==> config.mk <==
export PLATFORM = sky130hd
export DESIGN_NAME = bin_conv_wrapper_mul_arb
export DESIGN_NICKNAME = d
export VERILOG_FILES = /design/src/rtl/bin_conv_wrapper_mul_arb.sv
export SDC_FILE = /design/constraint.sdc
export NUM_CORES = 1
export LEC_CHECK = 0
export CORE_MARGIN = 5
export CORE_UTILIZATION = 35
export DETAILED_ROUTE_END_ITERATION = 12
export PLACE_DENSITY_LB_ADDON = 0.05
export REMOVE_ABC_BUFFERS = 1
export SYNTH_ARGS = -nofsm -noshare
export SYNTH_HDL_FRONTEND = slang
export SYNTH_SLANG_ARGS = --single-unit
export TNS_END_PERCENT = 100
==> constraint.sdc <==
create_clock -name ap_clk -period 2.64 [get_ports ap_clk]
set_input_delay 0.528 -clock ap_clk [delete_from_list [all_inputs] [get_ports ap_clk]]
set_output_delay 0.528 -clock ap_clk [all_outputs]
set_load 0.1 [all_outputs]
==> src/rtl/bin_conv_wrapper_mul_arb.sv <==
// Round-robin sharing of one external unsigned A_W x B_W multiplier between NUM_REQ requesters.
// Define MUL_ARB_STATS_EN to add per-requester grant counters and a stall counter.
module bin_conv_wrapper_mul_arb #(
  parameter int unsigned NUM_REQ = 4,
  parameter int unsigned ID_W    = 2,
  parameter int unsigned A_W     = 10,
  parameter int unsigned B_W     = 5,
  parameter int unsigned P_W     = 15
) (
  input  logic                   ap_clk,
  input  logic                   ap_rst,
  input  logic [NUM_REQ-1:0]     req_valid,
  output logic [NUM_REQ-1:0]     req_ready,
  input  logic [NUM_REQ*A_W-1:0] req_a,
  input  logic [NUM_REQ*B_W-1:0] req_b,
  output logic [A_W-1:0]         mul_a,
  output logic [B_W-1:0]         mul_b,
  input  logic [P_W-1:0]         mul_p,
  output logic                   rsp_valid,
  input  logic                   rsp_ready,
  output logic [ID_W-1:0]        rsp_id,
  output logic [P_W-1:0]         rsp_p
`ifdef MUL_ARB_STATS_EN
  ,
  output logic [NUM_REQ*16-1:0]  stat_gnt,
  output logic [15:0]            stat_stall
`endif
);

  localparam int unsigned SUM_W = ID_W + 1;
  localparam int unsigned CNT_W = 16;

  // Pipeline state
  logic            s1_vld_q,    s1_vld_d;
  logic [ID_W-1:0] s1_id_q,     s1_id_d;
  logic [A_W-1:0]  mul_a_q,     mul_a_d;
  logic [B_W-1:0]  mul_b_q,     mul_b_d;
  logic            rsp_valid_q, rsp_valid_d;
  logic [ID_W-1:0] rsp_id_q,    rsp_id_d;
  logic [P_W-1:0]  rsp_p_q,     rsp_p_d;
  logic [ID_W-1:0] rr_ptr_q,    rr_ptr_d;

  // Handshake and arbitration terms
  logic               rsp_fire_c;
  logic               s2_load_c;
  logic               s1_load_c;
  logic               any_valid_c;
  logic               accept_c;
  logic [ID_W-1:0]    gnt_c;
  logic               arb_found_c;
  logic [SUM_W-1:0]   arb_sum_c;
  logic [ID_W-1:0]    arb_idx_c;
  logic [A_W-1:0]     sel_a_c;
  logic [B_W-1:0]     sel_b_c;
  logic [NUM_REQ-1:0] req_ready_c;

  assign rsp_fire_c  = rsp_valid_q & rsp_ready;
  assign s2_load_c   = s1_vld_q & (~rsp_valid_q | rsp_fire_c);
  assign s1_load_c   = ~s1_vld_q | s2_load_c;
  assign any_valid_c = |req_valid;
  assign accept_c    = any_valid_c & s1_load_c & ~ap_rst;

  // First valid requester at or after rr_ptr, wrapping at NUM_REQ
  always_comb begin
    gnt_c       = '0;
    arb_found_c = 1'b0;
    arb_sum_c   = '0;
    arb_idx_c   = '0;
    for (int unsigned k = 0; k < NUM_REQ; k++) begin
      arb_sum_c = {1'b0, rr_ptr_q} + SUM_W'(k);
      if (arb_sum_c >= SUM_W'(NUM_REQ)) begin
        arb_sum_c = arb_sum_c - SUM_W'(NUM_REQ);
      end
      arb_idx_c = arb_sum_c[ID_W-1:0];
      if (!arb_found_c && req_valid[arb_idx_c]) begin
        arb_found_c = 1'b1;
        gnt_c       = arb_idx_c;
      end
    end
  end

  // Operand mux and ready decode for the granted requester
  always_comb begin
    sel_a_c     = '0;
    sel_b_c     = '0;
    req_ready_c = '0;
    for (int unsigned i = 0; i < NUM_REQ; i++) begin
      if (gnt_c == ID_W'(i)) begin
        sel_a_c        = req_a[i*A_W +: A_W];
        sel_b_c        = req_b[i*B_W +: B_W];
        req_ready_c[i] = accept_c;
      end
    end
  end

  // Next-state for operand stage, result stage and round-robin pointer
  always_comb begin
    s1_vld_d    = s1_vld_q;
    s1_id_d     = s1_id_q;
    mul_a_d     = mul_a_q;
    mul_b_d     = mul_b_q;
    rsp_valid_d = rsp_valid_q;
    rsp_id_d    = rsp_id_q;
    rsp_p_d     = rsp_p_q;
    rr_ptr_d    = rr_ptr_q;

    if (s1_load_c) begin
      s1_vld_d = accept_c;
    end
    if (accept_c) begin
      s1_id_d  = gnt_c;
      mul_a_d  = sel_a_c;
      mul_b_d  = sel_b_c;
      rr_ptr_d = (gnt_c == ID_W'(NUM_REQ - 1)) ? '0 : gnt_c + ID_W'(1);
    end

    // A draining result is replaced in the same cycle, so no bubble
    if (s2_load_c) begin
      rsp_valid_d = 1'b1;
      rsp_id_d    = s1_id_q;
      rsp_p_d     = mul_p;
    end else if (rsp_fire_c) begin
      rsp_valid_d = 1'b0;
    end
  end

  always_ff @(posedge ap_clk) begin
    if (ap_rst) begin
      s1_vld_q    <= 1'b0;
      s1_id_q     <= '0;
      mul_a_q     <= '0;
      mul_b_q     <= '0;
      rsp_valid_q <= 1'b0;
      rsp_id_q    <= '0;
      rsp_p_q     <= '0;
      rr_ptr_q    <= '0;
    end else begin
      s1_vld_q    <= s1_vld_d;
      s1_id_q     <= s1_id_d;
      mul_a_q     <= mul_a_d;
      mul_b_q     <= mul_b_d;
      rsp_valid_q <= rsp_valid_d;
      rsp_id_q    <= rsp_id_d;
      rsp_p_q     <= rsp_p_d;
      rr_ptr_q    <= rr_ptr_d;
    end
  end

  assign req_ready = req_ready_c;
  assign mul_a     = mul_a_q;
  assign mul_b     = mul_b_q;
  assign rsp_valid = rsp_valid_q;
  assign rsp_id    = rsp_id_q;
  assign rsp_p     = rsp_p_q;

`ifdef MUL_ARB_STATS_EN
  logic [NUM_REQ-1:0][CNT_W-1:0] stat_gnt_q,   stat_gnt_d;
  logic [CNT_W-1:0]              stat_stall_q, stat_stall_d;

  // Saturating accept and stall counters
  always_comb begin
    stat_gnt_d   = stat_gnt_q;
    stat_stall_d = stat_stall_q;
    for (int unsigned i = 0; i < NUM_REQ; i++) begin
      if (req_ready_c[i] && (stat_gnt_q[i] != {CNT_W{1'b1}})) begin
        stat_gnt_d[i] = stat_gnt_q[i] + CNT_W'(1);
      end
    end
    if (rsp_valid_q && !rsp_ready && (stat_stall_q != {CNT_W{1'b1}})) begin
      stat_stall_d = stat_stall_q + CNT_W'(1);
    end
  end

  always_ff @(posedge ap_clk) begin
    if (ap_rst) begin
      stat_gnt_q   <= '0;
      stat_stall_q <= '0;
    end else begin
      stat_gnt_q   <= stat_gnt_d;
      stat_stall_q <= stat_stall_d;
    end
  end

  assign stat_gnt   = stat_gnt_q;
  assign stat_stall = stat_stall_q;
`endif

endmodule

==> out/metrics.yaml, run 1 <==
status: "finished, final reports clean"
core_area_sq_um: 5470
synthToLayoutAreaGrowth_pct: 71.1
postPlaceCellArea_sq_um: 3170
ys_seq_elements: 38
grt_max_degree: 39
path_class: "input port to primary output"
routabilityCongestion: 0.774
syn_avg_cell_area_sq_um: 7.55
grt_util_met1: 0.205
peakVddDrop_uv: 529
final_cell_count_no_fill: 451
gr-total-overflow: 0
avgRoutedWirePerCell_um: 14.0
dieArea_sq_um: 7180
max-slew-margin-rel: 0.598
r2r-start: "rr_ptr_q[1]$_SDFFE_PP0P_"
num_rows: 27
grt_use_met3: 0.0834
antennaDiodeCount: 0
p_per_area_nw_per_um2: 853
rsz0062_at_grt: "false"
setup_viol: 0
root_buffer: "clkbuf_8"
clock.fmax_mhz: 394
yosys-mux-area-fraction: 0.00512
reg2reg_to: "mul_b[4]$_SDFFE_PP0P_"
ff2ff_setup_slack_ns: 0.52
htreeDepth: 2
initial_core_util: 0.357
die_h_um: 84.8
synth.cell_area_sq_um: 1960
busiest_layer: "met2"
synthAdderAreaFrac: 0.0256
portBuffers: 118
viasPerCell: 4.82
cp-end-kind: "primary output"
drt-pass1-iter-count: 4
post-route-period-util: 0.962
crit_path_max_fanout: 5
p_switching_mw: 1.33
yosys_most_used_dff: "dfxtp_1"
synth_compound_area_frac: 0.319
clkSinkCount: 38
min_from: "rsp_p[12]$_SDFFE_PP0P_"
synth_top_area_frac: 0.389
slew_viol_final: 0
critPathArrivalTime_ns: 2.01
swShare: 0.466
p_int_mw: 1.52
layout.nets: 464
drv_cap: 0
synth_cells: 259
worstSetupStartpointType: "input port"
cts.clk_slew.worst_paths_ns: 0.08
wirelength_um: 6310
setup_ws_ns: 0.0992
drc: 0
yosys_warnings: 0
reg2regPathDepth: 10
yosysSeqAreaShare: 0.389
yosys.area.top_type: "dfxtp_1"
antenna_found_initial: 0
drt_iter0_drc: 36
cp_data_required_time_ns: 2.11
finalHoldViolations: 0
tritoncts: "done"
ioPinCount: 119
p_leak_nw: 1.35
clk_path_buf_depth: 2
grt_pass1_vias: 2144
async_flop_share: 0
tightest_slew_ns: 0.603
whs_path_depth: 2
synth_cell_type_count: 30
dpl.hpwl_um: 4610
whs_endpoint: "rsp_p[12]$_SDFFE_PP0P_"
synth_top_family_by_area: "compound AO/OA/AOI/OAI gates"
synth_common_cells: "50 x nand2_1, 38 x dfxtp_1, 35 x a21oi_1"
vias: 2176
period_needed_ns: 2.54
grt_usage: 0.176
die_w_um: 84.8
seqPwrFrac: 0.256
grt_pass1_wl_um: 10400
stdcell_area_sq_um: 3350
synth_edf_count: 0
synth.most_common_cell: "nand2_1"
synth.top_cells.by_area: "dfxtp_1 39%, nand2_1 9.6%, a21oi_1 9.0%"
ctsHoldBuffers: 0
drive_gt1_frac: 0.201
cts_buffers: 5
synthSimpleGateAreaFrac: 0.179
post-place-cells: 442
skew_ns: 0.00418
p_clk_frac: 0.211
use_met2: 0.286
clk_latency_ns: 0.29
synth-xor-area-share: 0
share_comb_of_total_power: 0.533
ant_nets: 0
dp_slack_ns: -0.218
min_path_type: "register to register"
flip-flops by register name, summed over array words and instances (netlist names):
register   flops
mul_a         10
rsp_p         15
rsp_id         2
s1_id_q        2
s1_vld_q       1
rr_ptr_q       2
mul_b          5
rsp_valid      1
layout make-up:
type | instances | area [sq um]
clock buffers | 5 | 68.8
clock inverters | 3 | 68.8
fillers | 520 | 2130
inverters | 9 | 33.8
multi-input cells | 190 | 1070
flip-flops and latches | 38 | 761
well taps | 72 | 90.1
repair buffers | 134 | 1250
power by group through the flow:
stage                     Combinational, mW  Clock (mW)  Sequential, mW
after floorplan                       0.448           0            1.34
after CTS                              1.53       0.620           0.730
after global routing                   1.62       0.644           0.746
after detailed placement               1.51           0           0.740
after global placement                 1.50           0           0.736
final                                  1.52       0.602           0.730
how the worst max path moves through the flow:
stage / start / end
detailed placement: req_valid[1] / req_ready[3]
global route: req_valid[0] / req_ready[3]
CTS: req_valid[0] / req_ready[2]
global placement: req_valid[1] / req_ready[3]
floorplan: req_valid[1] / req_ready[3]
finish: req_valid[0] / req_ready[2]
worst max-delay path: stages:
cell and delay [ns]:
dlygate4sd2_1 0.29, a21oi_1 0.16, o21a_1 0.14, o22ai_2 0.08, buf_4 0.16, inv_1 0.08, ha_2 0.21, inv_2 0.06
nor2_4 0.12, buf_12 0.18
layout by cell type (no fill, tap or decap), drive strengths merged, types with 4 or more instances in the layout:
master | netlist | final
clkdlybuf4s50 | 0 | 78
buf | 15 | 53
nand2 | 50 | 50
dfxtp | 38 | 38
a21oi | 35 | 35
o21ai | 33 | 33
nand3 | 18 | 18
o21a | 16 | 16
a22oi | 15 | 15
inv | 8 | 8
nor2 | 7 | 7
clkbuf | 7 | 5
ha | 4 | 4
stage by stage:
step           power, mW  hold slack, ns  setup TNS [ns]  utilization
4_1_cts             2.88           0.461               0        0.611
6_report            2.85           0.455               0        0.611
3_3_place_gp        2.24           0.442           -1.58        0.579
5_1_grt             3.01           0.480               0        0.611
2_1_floorplan       1.79           0.426           -3.18            -
3_5_place_dp        2.25           0.447           -2.68        0.579
kinds of logic after synthesis:
family          count (synthesis)
flops                          38
simple gates                   81
fa+ha+maj                       4
buf+inv                        31
compound gates                104
mux                             1
metal layers:
| layer | routed length [um] | up-vias |
|---|---|---|
| li1 | - | 1142 |
| met3 | 716 | 11 |
| met2 | 2810 | 91 |
| met5 | 0 | - |
| met4 | 116 | 0 |
| met1 | 2670 | 932 |
what timing repair did:
action | CTS | global route
endpoints found under the setup margin | 4 | 0
buffers inserted | 1 | 0
resized for setup | 14 | 0
(Power assumes the default switching activity.)
==> inputs of run 2 (changes only) <==
--- a/config.mk
+++ b/config.mk
@@ -7,6 +7,7 @@
 export LEC_CHECK = 0
 export CORE_MARGIN = 5
 export CORE_UTILIZATION = 35
+export CTS_BUF_LIST = sky130_fd_sc_hd__clkbuf_2 sky130_fd_sc_hd__clkbuf_4 sky130_fd_sc_hd__clkbuf_8
 export DETAILED_ROUTE_END_ITERATION = 12
 export PLACE_DENSITY_LB_ADDON = 0.05
 export REMOVE_ABC_BUFFERS = 1
==> results of run 2 <==
The final DEF is identical to that of run 1; final timing and power are the same.
==> inputs of run 3 (changes only) <==
--- a/config.mk
+++ b/config.mk
@@ -5,7 +5,7 @@
 export SDC_FILE = /design/constraint.sdc
 export NUM_CORES = 1
 export LEC_CHECK = 0
-export CORE_MARGIN = 5
+export CORE_MARGIN = 10
 export CORE_UTILIZATION = 35
 export CTS_BUF_LIST = sky130_fd_sc_hd__clkbuf_2 sky130_fd_sc_hd__clkbuf_4 sky130_fd_sc_hd__clkbuf_8
 export DETAILED_ROUTE_END_ITERATION = 12
==> run 3 against run 2 <==
Net effect: maximum frequency grew 0.88%; clock power decreased by 15%; clock skew grew 0.0061 ns; sequential cell count unchanged; count of clock-buffer cells in the layout is the same; global-route usage fell by 2.5 points; highest routed layer unchanged; combinational power is essentially flat; non-clock buffer count is 1 lower.
==> out/metrics.yaml, run 3 (synthesis results as in run 1) <==
slew_viol_final: 0  # unchanged
portBuffers: 118  # unchanged
fillers: 549  # +5.6%
period_needed_ns: 2.52  # -0.0222 ns
ioPinCount: 119  # unchanged
clk_path_buf_depth: 2  # unchanged
post-place-cells: 442  # unchanged
seqPwrFrac: 0.265  # +0.009
grt_usage: 0.151  # -0.0253
p_switching_mw: 1.33  # +0.38%
clock.fmax_mhz: 397  # +0.88%
skew_ns: 0.0103  # +0.00608 ns
num_rows: 27  # unchanged
layout.nets: 463  # -0.22%
drv_cap: 0  # unchanged
drc: 0  # unchanged
setup_viol: 0  # unchanged
vias: 2178  # +0.092%
grt_pass1_wl_um: 10900  # +5.0%
cp_data_required_time_ns: 2.11  # about the same
htreeDepth: 2  # unchanged
power_mw: 2.75  # -3.5%
multi_input_area_sq_um: 1050  # -1.5%
ant_nets: 0  # unchanged
drt_iter0_drc: 69  # +92%
gr-total-overflow: 0  # unchanged
tritoncts: "done"
clk_latency_ns: 0.30  # about the same
dpl.hpwl_um: 5400  # +17%
p_per_area_nw_per_um2: 835  # -2.1%
cts_buffers: 5  # unchanged
path_class: "input port to primary output"
ctsHoldBuffers: 0  # unchanged
peakVddDrop_uv: 466  # -12%
dp_slack_ns: -0.215  # +0.00280 ns
max-slew-margin-rel: 0.561  # -0.0365
root_buffer: "clkbuf_8"
slowest_delay_ns: 0.52  # +0.23 ns
cp-end-kind: "primary output"
critical_path.slowest_cell: "clkdlybuf4s50_1"
core_area_sq_um: 5470  # unchanged
cts.clk_slew.worst_paths_ns: 0.07  # about the same
dieArea_sq_um: 8980  # +25%
antenna_found_initial: 0  # unchanged
die_w_um: 94.8  # +12%
synthToLayoutAreaGrowth_pct: 68.6
stdcell_area_sq_um: 3300  # -1.4%
mostFrequentLayoutCells: "78 x clkdlybuf4s50_1, 50 x nand2_1, 48 x buf_4"
post-route-period-util: 0.954  # -0.00842
swShare: 0.484  # +0.0186
finalHoldViolations: 0  # unchanged
path_cells: "clkdlybuf4s50_1 -> o22ai_1 -> buf_4 -> inv_1 -> ha_2 -> inv_2 -> nor2_2 -> buf_12"
clkSinkCount: 38  # unchanged
busiest_layer: "met2"
tightest_slew_ns: 0.658  # +0.0548 ns
grt_use_met3: 0.0944  # +0.0110
p_clk_frac: 0.186  # -0.025
drive_gt1_frac: 0.193  # -0.00741
min_path_type: "register to register"
crit_path_max_fanout: 4  # -1
setup_ws_ns: 0.121  # +0.0222 ns
worstSetupStartpointType: "input port"
status: "finished, final reports clean"
utilization: 0.603  # -0.00869
p_leak_nw: 1.32  # -2.2%
ff2ff_setup_slack_ns: 0.56  # +0.04 ns
die_h_um: 94.8  # +12%
routabilityCongestion: 0.763  # -1.5%
p_int_mw: 1.42  # -6.8%
critPathArrivalTime_ns: 1.99  # -0.02 ns
postPlaceCellArea_sq_um: 3170  # unchanged
wirelength_um: 6930  # +9.7%
final_cell_count_no_fill: 450  # -0.22%
grt_util_met1: 0.171  # -0.0340
rsz0062_at_grt: "false"
ff_latch_area_sq_um: 761  # unchanged
share_comb_of_total_power: 0.550  # +0.017
grt_max_degree: 31  # -21%
viasPerCell: 4.84  # +0.31%
initial_core_util: 0.357  # unchanged
grt_pass1_vias: 2217  # +3.4%
antennaDiodeCount: 0  # unchanged
largest_register_ffs: 15  # unchanged
drt-pass1-iter-count: 4  # unchanged
avgRoutedWirePerCell_um: 15.4  # +10%
use_met2: 0.234  # -0.0521
final_common_cell: "clkdlybuf4s50_1"
run 3: what timing repair did:
item / in CTS / in global routing
setup buffers: 0 / 0
gates resized for setup: 10 / 0
setup endpoints to repair: 4 / 0
run 3: worst paths after layout:
check                               end  cells past startpoint                startpoint
setup / recovery           req_ready[2]                      8              req_valid[3]
hold / removal    rsp_p[0]$_SDFFE_PP0P_                      2     rsp_p[0]$_SDFFE_PP0P_
setup reg to reg  mul_a[2]$_SDFFE_PP0P_                     10  rr_ptr_q[1]$_SDFFE_PP0P_
hold reg to reg   rsp_p[0]$_SDFFE_PP0P_                      2     rsp_p[0]$_SDFFE_PP0P_
run 3: cell type report:
type                            count  share of cell area
Inverter                            9              0.0102
Multi-Input combinational cell    190               0.319
Timing Repair Buffer              133               0.378
Tap cell                           72              0.0273
Clock inverter                      3              0.0137
Sequential cell                    38               0.231
Clock buffer                        5              0.0209
run 3: layer usage:
| layer | wire length (um) | up-vias |
|---|---|---|
| li1 | - | 1133 |
| met1 | 2950 | 948 |
| met2 | 2990 | 89 |
| met3 | 910 | 8 |
| met4 | 75 | 0 |
| met5 | 0 | - |
run 3: metrics by stage:
stage / setup TNS [ns] / hold slack [ns]
3_5_place_dp: -2.39 / 0.449
5_1_grt: 0 / 0.477
2_1_floorplan: -3.18 / 0.426
3_3_place_gp: -1.57 / 0.443
6_report: 0 / 0.456
4_1_cts: 0 / 0.460
run 3: critical path: cells and delay by family:
family / cells / cell delay [ns]
fa+ha+maj: 1 / 0.20
simple gates: 1 / 0.15
buf+inv: 5 / 0.99
compound gates: 1 / 0.11
run 3: power groups by stage:
| stage | Clock, mW | Sequential (mW) | Combinational, mW |
|---|---|---|---|
| finish | 0.511 | 0.729 | 1.51 |
| global route | 0.543 | 0.744 | 1.61 |
| CTS | 0.520 | 0.730 | 1.53 |
| detailed placement | 0 | 0.742 | 1.52 |
| global placement | 0 | 0.738 | 1.51 |
| floorplan | 0 | 1.34 | 0.448 |
